<file path="config.mk">
export PLATFORM = sky130hd
export DESIGN_NAME = char_draw
export DESIGN_NICKNAME = d
export VERILOG_FILES = /design/src/rtl/char_draw.sv
export SDC_FILE = /design/constraint.sdc
export NUM_CORES = 1
export LEC_CHECK = 0
export BUFFER_PORTS_ARGS = -buffer_cell sky130_fd_sc_hd__buf_4
export CAP_MARGIN = 20
export CORE_ASPECT_RATIO = 0.7
export CORE_MARGIN = 2
export CORE_UTILIZATION = 30
export CTS_CLUSTER_DIAMETER = 80
export DETAILED_ROUTE_END_ITERATION = 10
export REMOVE_ABC_BUFFERS = 1
export SKIP_LAST_GASP = 1
export SLEW_MARGIN = 20
export SYNTH_ARGS = -nofsm -noshare
export SYNTH_HDL_FRONTEND = slang
export SYNTH_SLANG_ARGS = --single-unit
</file>
<file path="constraint.sdc">
create_clock -name clk -period 2.8 [get_ports clk]
set_clock_uncertainty 0.15 [all_clocks]
set_input_delay 0.14 -clock clk [delete_from_list [all_inputs] [get_ports clk]]
set_output_delay 0.14 -clock clk [all_outputs]
set_load 0.005 [all_outputs]
</file>
<file path="src/rtl/char_draw.sv">
// char_draw: per-pixel 8x16 character-cell renderer with registered RGB and cell index.
// An 8x8 font ROM is shown with every row doubled vertically.
module char_draw #(
  parameter logic [23:0] FG_RGB  = 24'hFFFFFF,
  parameter logic [23:0] BG_RGB  = 24'h000080,
  parameter logic [23:0] OUT_RGB = 24'h000000
) (
  input  logic       clk,
  input  logic       rstb,
  input  logic [9:0] box_x,
  input  logic [8:0] box_y,
  input  logic [9:0] x,
  input  logic [8:0] y,
  input  logic [7:0] char,
  output logic [7:0] tft_r,
  output logic [7:0] tft_g,
  output logic [7:0] tft_b,
  output logic [6:0] idx
);

  localparam int unsigned CW = 11;

  logic [CW-1:0]   x_w, y_w, bx_w, by_w;
  logic            in_box_c;
  logic [2:0]      dx_c;
  logic [3:0]      dy_c;
  logic [7:0][7:0] glyph_c;
  logic [7:0]      row_c;
  logic            bit_c;
  logic [23:0]     rgb_c;
  logic [6:0]      idx_c;

  // IBM PC 8x8 glyphs, row 0 in the top byte, MSB is the leftmost pixel
  function automatic logic [63:0] font_glyph(input logic [7:0] code);
    case (code)
      8'd1:  font_glyph = 64'h3078CCCCFCCCCC00; // A
      8'd2:  font_glyph = 64'hFC66667C6666FC00; // B
      8'd3:  font_glyph = 64'h3C66C0C0C0663C00; // C
      8'd4:  font_glyph = 64'hF86C6666666CF800; // D
      8'd5:  font_glyph = 64'hFE6268786862FE00; // E
      8'd6:  font_glyph = 64'hFE6268786860F000; // F
      8'd7:  font_glyph = 64'h3C66C0C0CE663E00; // G
      8'd8:  font_glyph = 64'hCCCCCCFCCCCCCC00; // H
      8'd9:  font_glyph = 64'h7830303030307800; // I
      8'd10: font_glyph = 64'h1E0C0C0CCCCC7800; // J
      8'd11: font_glyph = 64'hE6666C786C66E600; // K
      8'd12: font_glyph = 64'hF06060606266FE00; // L
      8'd13: font_glyph = 64'hC6EEFEFED6C6C600; // M
      8'd14: font_glyph = 64'hC6E6F6DECEC6C600; // N
      8'd15: font_glyph = 64'h386CC6C6C66C3800; // O
      8'd16: font_glyph = 64'hFC66667C6060F000; // P
      8'd17: font_glyph = 64'h78CCCCCCDC781C00; // Q
      8'd18: font_glyph = 64'hFC66667C6C66E600; // R
      8'd19: font_glyph = 64'h78CCE0701CCC7800; // S
      8'd20: font_glyph = 64'hFCB4303030307800; // T
      8'd21: font_glyph = 64'hCCCCCCCCCCCCFC00; // U
      8'd22: font_glyph = 64'hCCCCCCCCCC783000; // V
      8'd23: font_glyph = 64'hC6C6C6D6FEEEC600; // W
      8'd24: font_glyph = 64'hC6C66C38386CC600; // X
      8'd25: font_glyph = 64'hCCCCCC7830307800; // Y
      8'd26: font_glyph = 64'hFEC68C183266FE00; // Z
      8'd27: font_glyph = 64'h7CC6CEDEF6E67C00; // 0
      8'd28: font_glyph = 64'h307030303030FC00; // 1
      8'd29: font_glyph = 64'h78CC0C3860CCFC00; // 2
      8'd30: font_glyph = 64'h78CC0C380CCC7800; // 3
      8'd31: font_glyph = 64'h1C3C6CCCFE0C1E00; // 4
      8'd32: font_glyph = 64'hFCC0F80C0CCC7800; // 5
      8'd33: font_glyph = 64'h3860C0F8CCCC7800; // 6
      8'd34: font_glyph = 64'hFCCC0C1830303000; // 7
      8'd35: font_glyph = 64'h78CCCC78CCCC7800; // 8
      8'd36: font_glyph = 64'h78CCCC7C0C187000; // 9
      default: font_glyph = 64'h0;              // space and unused codes
    endcase
  endfunction

  // In-box test in 11 bits so box_x+7 / box_y+15 never wrap
  always_comb begin
    x_w      = CW'(x);
    y_w      = CW'(y);
    bx_w     = CW'(box_x);
    by_w     = CW'(box_y);
    in_box_c = (x_w >= bx_w) && (x_w <= bx_w + 11'd7) &&
               (y_w >= by_w) && (y_w <= by_w + 11'd15);
    dx_c     = 3'(x_w - bx_w);
    dy_c     = 4'(y_w - by_w);
  end

  // Glyph lookup, colour select and cell index
  always_comb begin
    glyph_c = font_glyph(char);
    row_c   = glyph_c[3'(3'd7 - dy_c[3:1])];
    bit_c   = row_c[3'(3'd7 - dx_c)];
    rgb_c   = OUT_RGB;
    idx_c   = 7'd0;
    if (in_box_c) begin
      rgb_c = bit_c ? FG_RGB : BG_RGB;
      idx_c = {dy_c, dx_c};
    end
  end

  // Output register stage
  always_ff @(posedge clk or negedge rstb) begin
    if (!rstb) begin
      tft_r <= 8'd0;
      tft_g <= 8'd0;
      tft_b <= 8'd0;
      idx   <= 7'd0;
    end else begin
      tft_r <= rgb_c[23:16];
      tft_g <= rgb_c[15:8];
      tft_b <= rgb_c[7:0];
      idx   <= idx_c;
    end
  end

endmodule

</file>
* After elaboration in Yosys (flattened, before gate mapping) *
Memory sizes are Yosys's and may differ from the RTL's.
Cells that the tools add are included.

cells by class
  $add $sub $neg = 6
  magnitude comparators = 6
  multiplexer cells = 8
  reduce and logical (&&, ||, !) cells = 4

operator list
  kind                   count
  $mux 64                1
  $mux 24                2
  $bmux 8 s3             1
  $add 10x3->11 const B  1
  $le 10x11->1           1
  $add 9x4->10 const B   1
  $ge 10x10->1           1
  $le 9x10->1            1
  $ge 9x9->1             1
  $lt 3x4->1 const B     2
  $mux 8                 1
  $mux 7                 1
  $sub 3x3->3 const A    2
  $sub 4x4->4            1
  $bmux 1 s3             1
  $logic_and 1x1->1      3
  $sub 3x3->3            1
  $logic_not 2->1        1
  $mux 1                 1

storage, ports and cells
  bits in registers = 31
  memory bits (read-only) = 3136
  input port bits = 48
  output and inout port bits = 31
  word-level logic and storage cells = 29
  memories = 1

memories
  memory            depth  width  read ports  clocked after memory_dff  wr ports  RTL line  RTL
  (name not given)  64     49     1           0                         0         35        case (code)

* Longest topological paths before layout *
Gate-level depths: netlist of the first run.

  depth in word-level cells = 8
  mapped depth = 14
  depth with buffers taken out = 14

* Worst setup path before layout of the first run *
Ideal clock, no wire load.

  path kind = input -> register
  from = in box_x[1]
  to = reg tft_b[6]
  library setup time = 0.066 ns
  arrival = 2.827 ns
  data required time = 2.584 ns
  path slack = -0.243 ns
  stages on the path = 11
  buffers on the path = 0
  cells stage by stage = inv_1 -> ha_1 -> a2111oi_0 -> xnor2_1 -> ha_1 -> a211o_1 -> a211oi_1 -> nor3_1 -> a2111oi_0 -> o211a_1 -> o311a_1

between the ends
  word-level cells in the longest chain between the ends = 6
  elaborated cells on any way between the ends = 12
  those cells by class = 3 x add/sub; 2 x order compare; 4 x mux; 3 x reduce/logical

RTL lines
  item                               RTL line  RTL
  start: declaration                 10        input logic [9:0] box_x,
  $add 10x3->11                      82        in_box_c = (x_w >= bx_w) && (x_w <= bx_w + 11'd7) &&
  $le 10x11->1                       82
  $logic_and 1x1->1 * (2 in series)  82
  $logic_and 1x1->1 *                83        (y_w >= by_w) && (y_w <= by_w + 11'd15);
  net in_box_c                       24        logic in_box_c;
  $mux 24 *                          95        if (in_box_c) begin
  end signal: assignment             111       tft_b <= rgb_c[7:0];
  end: declaration                   17        output logic [7:0] tft_b,

Mark *: on every way through the listed nets, which the timed path passes. The rest lies on a longest branch. The select of a mux whose other input is x is not followed.

* Worst setup path after layout of the first run *
  from = in box_x[1]
  to = reg idx[6]

between the ends
  word-level cells in the longest chain between the ends = 6
  elaborated cells on any way between the ends = 7
  those cells by class = 1 x add/sub; 2 x order compare; 1 x mux; 3 x reduce/logical

RTL lines
  item                               RTL line  RTL
  $add 10x3->11                      82
  $le 10x11->1                       82
  $logic_and 1x1->1 * (2 in series)  82
  $logic_and 1x1->1 *                83
  $mux 7 *                           95
  net idx_c[6]                       31        logic [6:0] idx_c;
  end signal: assignment             112       idx <= idx_c;
  end: declaration                   18        output logic [6:0] idx

Mark *: on every way through the listed nets, which the timed path passes. The rest lies on a longest branch.

==> impl_metrics.json, run 1 <==
{
  "status": "finished, final reports clean",
  "synth_edf_count": 0,
  "cp-end-kind": "flip-flop",
  "p_per_area_nw_per_um2": 270,
  "tritoncts": "built",
  "drc_errors": 0,
  "grt_max_degree": 34,
  "min_period_ps": 2780,
  "vias": 6003,
  "worstPathArrival_ps": 2800,
  "ys_types": 80,
  "yosysMostFrequentCell": "o21ai_0",
  "dp.cells": 986,
  "cts_max_level": 1,
  "multi_input_area_um2": 3920,
  "core_um2": 14800,
  "path_class": "in2reg",
  "p_leak_nw": 2.81,
  "die_y_um": 107,
  "num_antenna_cells": 0,
  "grt_overflow": 0,
  "crit_path_end": "idx[6]$_DFF_PN0_",
  "drtIter0Drc": 820,
  "synth-async-reset-ratio_pct": 100,
  "synth_common_cells": "49 x o21ai_0, 48 x ha_1, 46 x a21oi_1, 46 x nand2_1, 32 x buf_2",
  "synthTopCellsByArea": "ha_1 13%, o21ai_0 5.4%, a21oi_1 5.1%",
  "max_freq_mhz": 360,
  "drv_slew": 0,
  "path_max_fanout": 4,
  "yosys_warnings": 0,
  "min-delay-path-class": "in2async",
  "via_per_inst": 6.03,
  "fin_cells": 996,
  "worstMarginPinSlew_ps": 614,
  "hold_viol": 0,
  "portBuffers": 78,
  "finalSetupViolCount": 0,
  "grt_pass1_vias": 5466,
  "switching_share_pct": 46.0,
  "synth-seq-cells": 9,
  "intPower_uw": 929,
  "root_buffer": "clkbuf_16",
  "fin_nets": 900,
  "seq_area_frac_synth_pct": 4.95,
  "numCtsBuffers": 3,
  "dieArea_um2": 16200,
  "grtUsageTotal_pct": 24.3,
  "drt-wirelength-per-cell_um": 20.3,
  "syn_to_final_growth_pct": 40.4,
  "clock_sinks": 9,
  "num_rows": 37,
  "p_clk_share_pct": 14.3,
  "dr.pass1.iters": 6,
  "p_seq_share_pct": 8.2,
  "ant_nets": 0,
  "drv_cap": 0,
  "grt_antenna_before_repair": 0,
  "p_sw_uw": 793,
  "clock_path_buffers": 2,
  "cts.reportedPaths.clkPinSlew_ps": 40,
  "netlist_instances": 652,
  "drive_above_1_share_pct": 34.0,
  "critPathLaunch": "box_x[1]",
  "synthFlopType": "dfrtp_1",
  "globalplace.congestion": 0.983,
  "synth_top_area_share_pct": 13.2,
  "ir_drop_mv": 0.191,
  "min_period_over_period_pct": 99.3,
  "netlist_area_um2": 4550,
  "io_pins": 79,
  "worstPathRequired_ps": 2820,
  "start_util_pct": 30.8,
  "yosysTopAreaCell": "ha_1",
  "hpwl_um": 16000,
  "ff_latch_area_um2": 225,
  "slew_headroom_pct": 59.1,
  "grt_pass1_wl_um": 30900,
  "whs_ps": 137,
  "n_fill_cell": 1530,
  "routed_wl_um": 20300,
  "dieWidth_um": 151,
  "avgSynthCellArea_um2": 6.98,
  "startpoint_type": "input port",
  "combPwrFrac_pct": 77.5
}
==> cell families (layout without fill, tap and decap cells) <==
group                    after synthesis  count (layout)  synth area share (%)
XOR/XNOR                              22              22                  4.40
buffers and inverters                112             260                  13.0
multiplexers                          12              12                  2.97
AO/OA/AOI/OAI                        236             237                  36.1
flip-flops                             9               9                  4.95
AND/OR/NAND/NOR                      211             211                  24.5
adder cells (fa/ha/maj)               50              50                  14.1
==> metrics by stage <==
stage	util, %	area [um^2]	setup slack, ps	power (mW)	TNS (ps)
5_1_grt	43.2	6390	-52.4	1.83	-174
2_1_floorplan	-	4070	-647	0.721	-2230
3_5_place_dp	41.1	6060	-377	1.35	-3010
4_1_cts	41.8	6180	3.10	1.62	0
3_3_place_gp	41.1	6060	-300	1.36	-2240
6_report	43.2	6390	18.7	1.72	0
==> worst min-delay path by stage <==
stage          from                to  slack, ps  cells past startpoint
2_1_floorplan  rstb  idx[0]$_DFF_PN0_       -310                      0
3_3_place_gp   rstb  idx[5]$_DFF_PN0_       -180                      1
3_5_place_dp   rstb  idx[0]$_DFF_PN0_       -180                      1
4_1_cts        rstb  idx[0]$_DFF_PN0_        130                      2
5_1_grt        rstb  idx[4]$_DFF_PN0_        150                      2
6_report       rstb  idx[4]$_DFF_PN0_        140                      2
==> layout by cell type, fill, tap and decap left out, drive strengths merged, types with 19 or more instances in the layout <==
cell	count
nor2	28
o21ai	52
a21oi	46
xnor2	19
ha	48
nand2b	25
nor3	29
buf	224
inv	29
nand2	46
==> worst max-delay path, stage by stage <==
cell and delay (ps):
buf_6 80, inv_4 40, ha_4 160, a2111oi_4 340
buf_4 180, xnor2_2 60, ha_1 320, a211o_1 340
a211oi_2 180, nor3_2 80, a2111oi_4 390, buf_4 200
o211a_4 170, and2_4 130
==> state kept, by name, indices dropped and copies added (netlist names) <==
name   flops
idx        7
tft_b      2
==> power groups by stage <==
stage          logic [mW]  registers, mW  clock network, mW
5_1_grt              1.42          0.142              0.260
6_report             1.33          0.141              0.247
2_1_floorplan       0.576          0.146                  0
3_3_place_gp         1.22          0.143                  0
4_1_cts              1.23          0.142              0.253
3_5_place_dp         1.21          0.143                  0
==> repair_timing <==
| item | in CTS | in global routing |
|---|---|---|
| endpoints found under the setup margin | 8 | 9 |
| pin swaps | 2 | 14 |
| gates resized for setup | 4 | 42 |
| gates cloned | 1 | 0 |
| hold endpoints to repair | 9 | 0 |
| hold buffers | 1 | 0 |
| setup buffers | 1 | 3 |
==> routing by layer <==
metal	track usage (%)	up-vias	routed length, um
met3	8.55	61	3030
met2	31.2	451	7530
met1	37.5	2753	9170
met4	5.47	0	532
li1	-	2738	-
met5	0	-	0
==> layout make-up <==
cell class / count / area share, %
clock buffers: 4 / 1.23
repair buffers: 225 / 28.0
well taps: 195 / 3.82
inverters: 31 / 1.96
flip-flops and latches: 9 / 3.53
multi-input cells: 532 / 61.4
(Power assumes the default switching activity.)
==> run 2: changes to the inputs <==
--- a/config.mk
+++ b/config.mk
@@ -10,7 +10,8 @@
 export CORE_ASPECT_RATIO = 0.7
 export CORE_MARGIN = 2
-export CORE_UTILIZATION = 30
+export CORE_UTILIZATION = 40
 export CTS_CLUSTER_DIAMETER = 80
 export DETAILED_ROUTE_END_ITERATION = 10
+export RECOVER_POWER = 50
 export REMOVE_ABC_BUFFERS = 1
 export SKIP_LAST_GASP = 1
==> constraint.sdc (replaced) <==
create_clock -name clk -period 2.8 [get_ports clk]
set_clock_uncertainty 0.15 [all_clocks]
set_input_delay 0.42 -clock clk [delete_from_list [all_inputs] [get_ports clk]]
set_output_delay 0.42 -clock clk [all_outputs]
set_load 0.005 [all_outputs]
==> run 2 against run 1 <==
The flow now finishes with violations (setup timing). Sequential power barely moved. Largest cell class unchanged. Die area fell by 24%. Core utilization is 19 points higher. Wire length is 6.7% higher. Clock power up 2%.
==> impl_metrics.json, run 2 (same netlist as run 1, synthesis figures left out) <==
{
  "num_rows": 32,
  "dr.pass1.iters": 7,
  "grt_antenna_before_repair": 0,
  "postLayoutSetupSlackWorst_ps": -128,
  "portBuffers": 78,
  "worstMarginPinSlew_ps": 651,
  "grt_pass1_wl_um": 33500,
  "vias": 6136,
  "fin_cells": 1015,
  "worstPathArrival_ps": 2890,
  "start_util_pct": 41.2,
  "io_pins": 79,
  "root_buffer": "clkbuf_16",
  "routed_wl_um": 21600,
  "critPathLaunch": "char[1]",
  "min-delay-path-class": "in2async",
  "largest_register_ffs": 7,
  "drt-wirelength-per-cell_um": 21.3,
  "largest-register": "idx",
  "hold_viol": 0,
  "intPower_mw": 1.02,
  "status": "finished, violations left",
  "drv_slew": 0,
  "slowest_stage": "a221o_1",
  "final_util_pct": 61.8,
  "critical-path-max-stage-delay_ps": 370,
  "hpwl_um": 17200,
  "drc_errors": 0,
  "syn_to_final_growth_pct": 50.0,
  "p_sw_uw": 833,
  "dieWidth_um": 131,
  "clock_path_buffers": 2,
  "drtIter0Drc": 813,
  "startpoint_type": "input port",
  "cp-end-kind": "flip-flop",
  "p_per_area_nw_per_um2": 271,
  "path_buf_inv": 3,
  "tritoncts": "built",
  "slew_headroom_pct": 56.6,
  "min_period_ps": 2930,
  "num_antenna_cells": 0,
  "max_freq_mhz": 342,
  "violations": "setup timing",
  "final_cell_mix": "261 x buf_4, 45 x a21oi_1, 45 x nand2_1, 45 x ha_1, 43 x o21ai_0",
  "drive_above_1_share_pct": 38.3,
  "tns_ps": -442,
  "die_y_um": 93.2,
  "rsz0062_at_grt": "true",
  "p_leak_nw": 3.12,
  "p_seq_share_pct": 7.6,
  "min_period_over_period_pct": 105,
  "combPwrFrac_pct": 78.8,
  "path_max_fanout": 5,
  "whs_ps": 508,
  "switching_share_pct": 45.0,
  "worstPathRequired_ps": 2770,
  "dieArea_um2": 12300,
  "finalSetupViolCount": 9,
  "cp_cell_sequence": "buf_4, clkinv_1, buf_4, ha_1, nand2b_2, nor3_1, a2111oi_4, o21ai_1, a21oi_1, o22ai_1, a221o_1, o311a_1",
  "via_per_inst": 6.05,
  "dp.cells": 1001,
  "grtUsageTotal_pct": 34.7,
  "globalplace.congestion": 1.08,
  "grt_overflow": 0,
  "grt_pass1_vias": 5889,
  "path_class": "in2reg",
  "ant_nets": 0,
  "final_common_cell": "buf_4",
  "clock_sinks": 9,
  "ir_drop_mv": 0.203,
  "n_fill_cell": 1039,
  "finalPower_mw": 1.85,
  "cp_common_cell": "buf_4",
  "drv_cap": 0,
  "numCtsBuffers": 3,
  "layout_top_registers": "idx x7, tft_b x2",
  "cp_top_family": "compound AO/OA/AOI/OAI gates",
  "fin_nets": 961,
  "p_clk_share_pct": 13.6,
  "core_um2": 11100,
  "grt_max_degree": 35,
  "cts_max_level": 1,
  "cts.reportedPaths.clkPinSlew_ps": 40
}
==> run 2: changes by cell type in the layout (fill, tap and decap cells not counted), moves of 2 or more <==
| cell | before | now |
|---|---|---|
| buf_4 | 214 | 261 |
| buf_8 | 0 | 3 |
| clkbuf_1 | 1 | 5 |
| clkbuf_4 | 0 | 8 |
| ha_4 | 1 | 3 |
| o211a_1 | 0 | 2 |
| o211a_4 | 2 | 0 |
| o21ai_0 | 46 | 43 |
| o21ai_1 | 3 | 7 |
==> run 2: final timing paths <==
path / endpoint / slack (ps) / cells after the start
hold / removal: tft_b[6]$_DFF_PN0_ / 510 / 2
max in group asynchronous: idx[2]$_DFF_PN0_ / 1660 / 2
min in group clk: idx[2]$_DFF_PN0_ / 640 / 5
setup / recovery: tft_b[6]$_DFF_PN0_ / -130 / 12
==> run 2: area by class of cell <==
type / count / area [um^2] / share of cell area, %
well taps: 153 / 191 / 2.80
inverters: 31 / 125 / 1.83
multi-input cells: 532 / 3950 / 57.8
flip-flops and latches: 9 / 225 / 3.30
repair buffers: 286 / 2260 / 33.1
clock buffers: 4 / 78.8 / 1.15
==> run 2: per-stage QoR <==
| stage | cell area [um^2] | setup slack [ps] |
|---|---|---|
| after global placement | 6410 | -590 |
| after global routing | 6830 | -228 |
| after detailed placement | 6410 | -679 |
| after floorplan | 4070 | -927 |
| final | 6830 | -128 |
| after CTS | 6810 | -70.3 |
==> run 2: power by group through the flow <==
stage               clock network, mW  logic [mW]  registers, mW
floorplan                           0       0.576          0.146
global placement                    0        1.29          0.143
detailed placement                  0        1.29          0.143
CTS                             0.254        1.40          0.142
global route                    0.260        1.55          0.142
finish                          0.251        1.46          0.141
==> run 2: per-layer routing <==
| layer | track usage [%] | vias to the layer above | share of wire [%] |
|---|---|---|---|
| li1 | - | 2868 | - |
| met1 | 52.2 | 2854 | 47 |
| met2 | 50.2 | 369 | 40 |
| met3 | 6.61 | 45 | 11 |
| met4 | 8.51 | 0 | 2.2 |
| met5 | 0 | - | 0 |
==> run 2: what timing repair did <==
| item | in CTS | in global routing |
|---|---|---|
| resized for setup | 54 | 7 |
| hold buffers | 1 | 0 |
| hold endpoints to repair | 9 | 0 |
| setup endpoints to repair | 9 | 9 |
| setup buffers | 7 | 1 |
| pin swaps | 26 | 8 |
| cloned | 2 | 0 |
==> run 3: changes to the inputs <==
CTS_BUF_LIST = sky130_fd_sc_hd__clkbuf_2 sky130_fd_sc_hd__clkbuf_4 sky130_fd_sc_hd__clkbuf_8   (was default)
CTS_CLUSTER_DIAMETER = default   (was 80)
==> run 3 against run 2 <==
The run still ends with setup timing left. Design area fell by 0.37%. Non-clock buffer count did not move. Combinational power hardly changed. Fmax up 0.40%. Critical path depth is the same. Total power decreased by 4.9%. Sequential cell count is the same. Final cell count stayed put. Wire length is 0.10% lower. Hold slack got worse by 4.6 ps. Core utilization shrank 0.23 points. Highest routed layer unchanged.
==> impl_metrics.json, run 3 (same netlist as run 1, synthesis figures left out) <==
{
  "status": "finished, violations left",
  "violations": "setup timing",
  "via_per_inst": 6.05,
  "final_common_cell": "buf_4",
  "syn_to_final_growth_pct": 49.5,
  "vias": 6143,
  "max_freq_mhz": 343,
  "drt-wirelength-per-cell_um": 21.3,
  "core_um2": 11100,
  "portBuffers": 78,
  "path_max_fanout": 5,
  "postLayoutSetupSlackWorst_ps": -116,
  "dieWidth_um": 131,
  "cp-end-kind": "flip-flop",
  "ir_drop_mv": 0.167,
  "globalplace.congestion": 1.08,
  "min-delay-path-class": "in2async",
  "clock_sinks": 9,
  "start_util_pct": 41.2,
  "final_cell_mix": "261 x buf_4, 45 x a21oi_1, 45 x nand2_1, 45 x ha_1, 43 x o21ai_0",
  "min_period_ps": 2920,
  "dr.pass1.iters": 6,
  "drive_above_1_share_pct": 38.5,
  "min_period_over_period_pct": 104,
  "p_leak_nw": 3.11,
  "startpoint_type": "input port",
  "grt_max_degree": 35,
  "hold_viol": 0,
  "path_class": "in2reg",
  "layout_top_registers": "idx x7, tft_b x2",
  "root_buffer": "clkbuf_8",
  "multi_input_area_um2": 3950,
  "drc_errors": 0,
  "fin_nets": 961,
  "worstMarginPinSlew_ps": 649,
  "num_antenna_cells": 0,
  "cts_max_level": 1,
  "p_per_area_nw_per_um2": 259,
  "grt_pass1_vias": 5901,
  "finalPower_mw": 1.76,
  "pre_cts_slack_ps": -679,
  "ant_nets": 0,
  "drv_cap": 0,
  "grtUsageTotal_pct": 34.7,
  "clock_path_buffers": 2,
  "grt_use_met3_pct": 6.56,
  "tritoncts": "built",
  "worstPathRequired_ps": 2770,
  "dieArea_um2": 12300,
  "grtUsageMet1_pct": 52.0,
  "finalSetupViolCount": 6,
  "grt_overflow": 0,
  "n_fill_cell": 1042,
  "largest_register_ffs": 7,
  "hpwl_um": 17200,
  "drv_slew": 0,
  "grt_util_met2_pct": 50.3,
  "grt_antenna_before_repair": 0,
  "num_rows": 32,
  "final_util_pct": 61.5,
  "io_pins": 79,
  "worstPathArrival_ps": 2890,
  "tns_ps": -269,
  "cts.reportedPaths.clkPinSlew_ps": 50,
  "rsz0062_at_grt": "true",
  "slew_headroom_pct": 56.7,
  "grt_pass1_wl_um": 33400,
  "largest-register": "idx",
  "ff_latch_area_um2": 225,
  "drtIter0Drc": 780,
  "numCtsBuffers": 3,
  "die_y_um": 93.2,
  "busiest_layer": "met1",
  "routed_wl_um": 21600
}
## run 3: routing by layer
layer | vias to the layer above | part of all wire, %
li1 | 2869 | -
met1 | 2844 | 47
met2 | 390 | 41
met3 | 40 | 11
met4 | 0 | 2.1
met5 | - | 0
## run 3: layout make-up
class / count / share of cell area [%]
flip-flops and latches: 9 / 3.31
inverters: 31 / 1.84
repair buffers: 286 / 33.2
multi-input cells: 532 / 58.1
well taps: 153 / 2.82
clock buffers: 4 / 0.718
## run 3: critical path, cell delays in order
cell and delay [ps]:
buf_4 100, clkinv_1 130, buf_4 190, ha_1 290
nand2b_2 230, nor3_1 120, a2111oi_4 350, o21ai_1 100
a21oi_1 160, o22ai_1 140, a221o_1 370, o311a_1 290
## run 3: metrics by stage
| stage | cell area [um^2] | cells | hold WS [ps] |
|---|---|---|---|
| after floorplan | 4070 | 571 | -25.6 |
| after global placement | 6410 | 1001 | 95.7 |
| final | 6800 | 1015 | 504 |
| after global routing | 6800 | 1015 | 564 |
| after detailed placement | 6410 | 1001 | 97.0 |
| after CTS | 6780 | 1014 | 401 |
## run 3: worst paths after layout
path / from / endpoint / slack [ps]
max in group asynchronous: rstb / idx[6]$_DFF_PN0_ / 1670
min: rstb / tft_b[6]$_DFF_PN0_ / 500
min in group clk: x[2] / idx[2]$_DFF_PN0_ / 650
max: char[1] / tft_b[6]$_DFF_PN0_ / -120
## run 3: power by group
group / internal [mW] / switching [mW] / total (mW) / leakage (nW)
sequential: 0.136 / 0.00472 / 0.141 / 0.125
clock: 0.109 / 0.0535 / 0.163 / 0.0262
combinational: 0.690 / 0.765 / 1.45 / 2.95
## run 3: repair_timing
action	4_1_cts	5_1_grt
pin swaps	28	6
hold endpoints to repair	9	0
gates resized for setup	55	7
buffers inserted	7	1
cloned	2	0
hold buffers	1	0
setup endpoints to repair	9	9
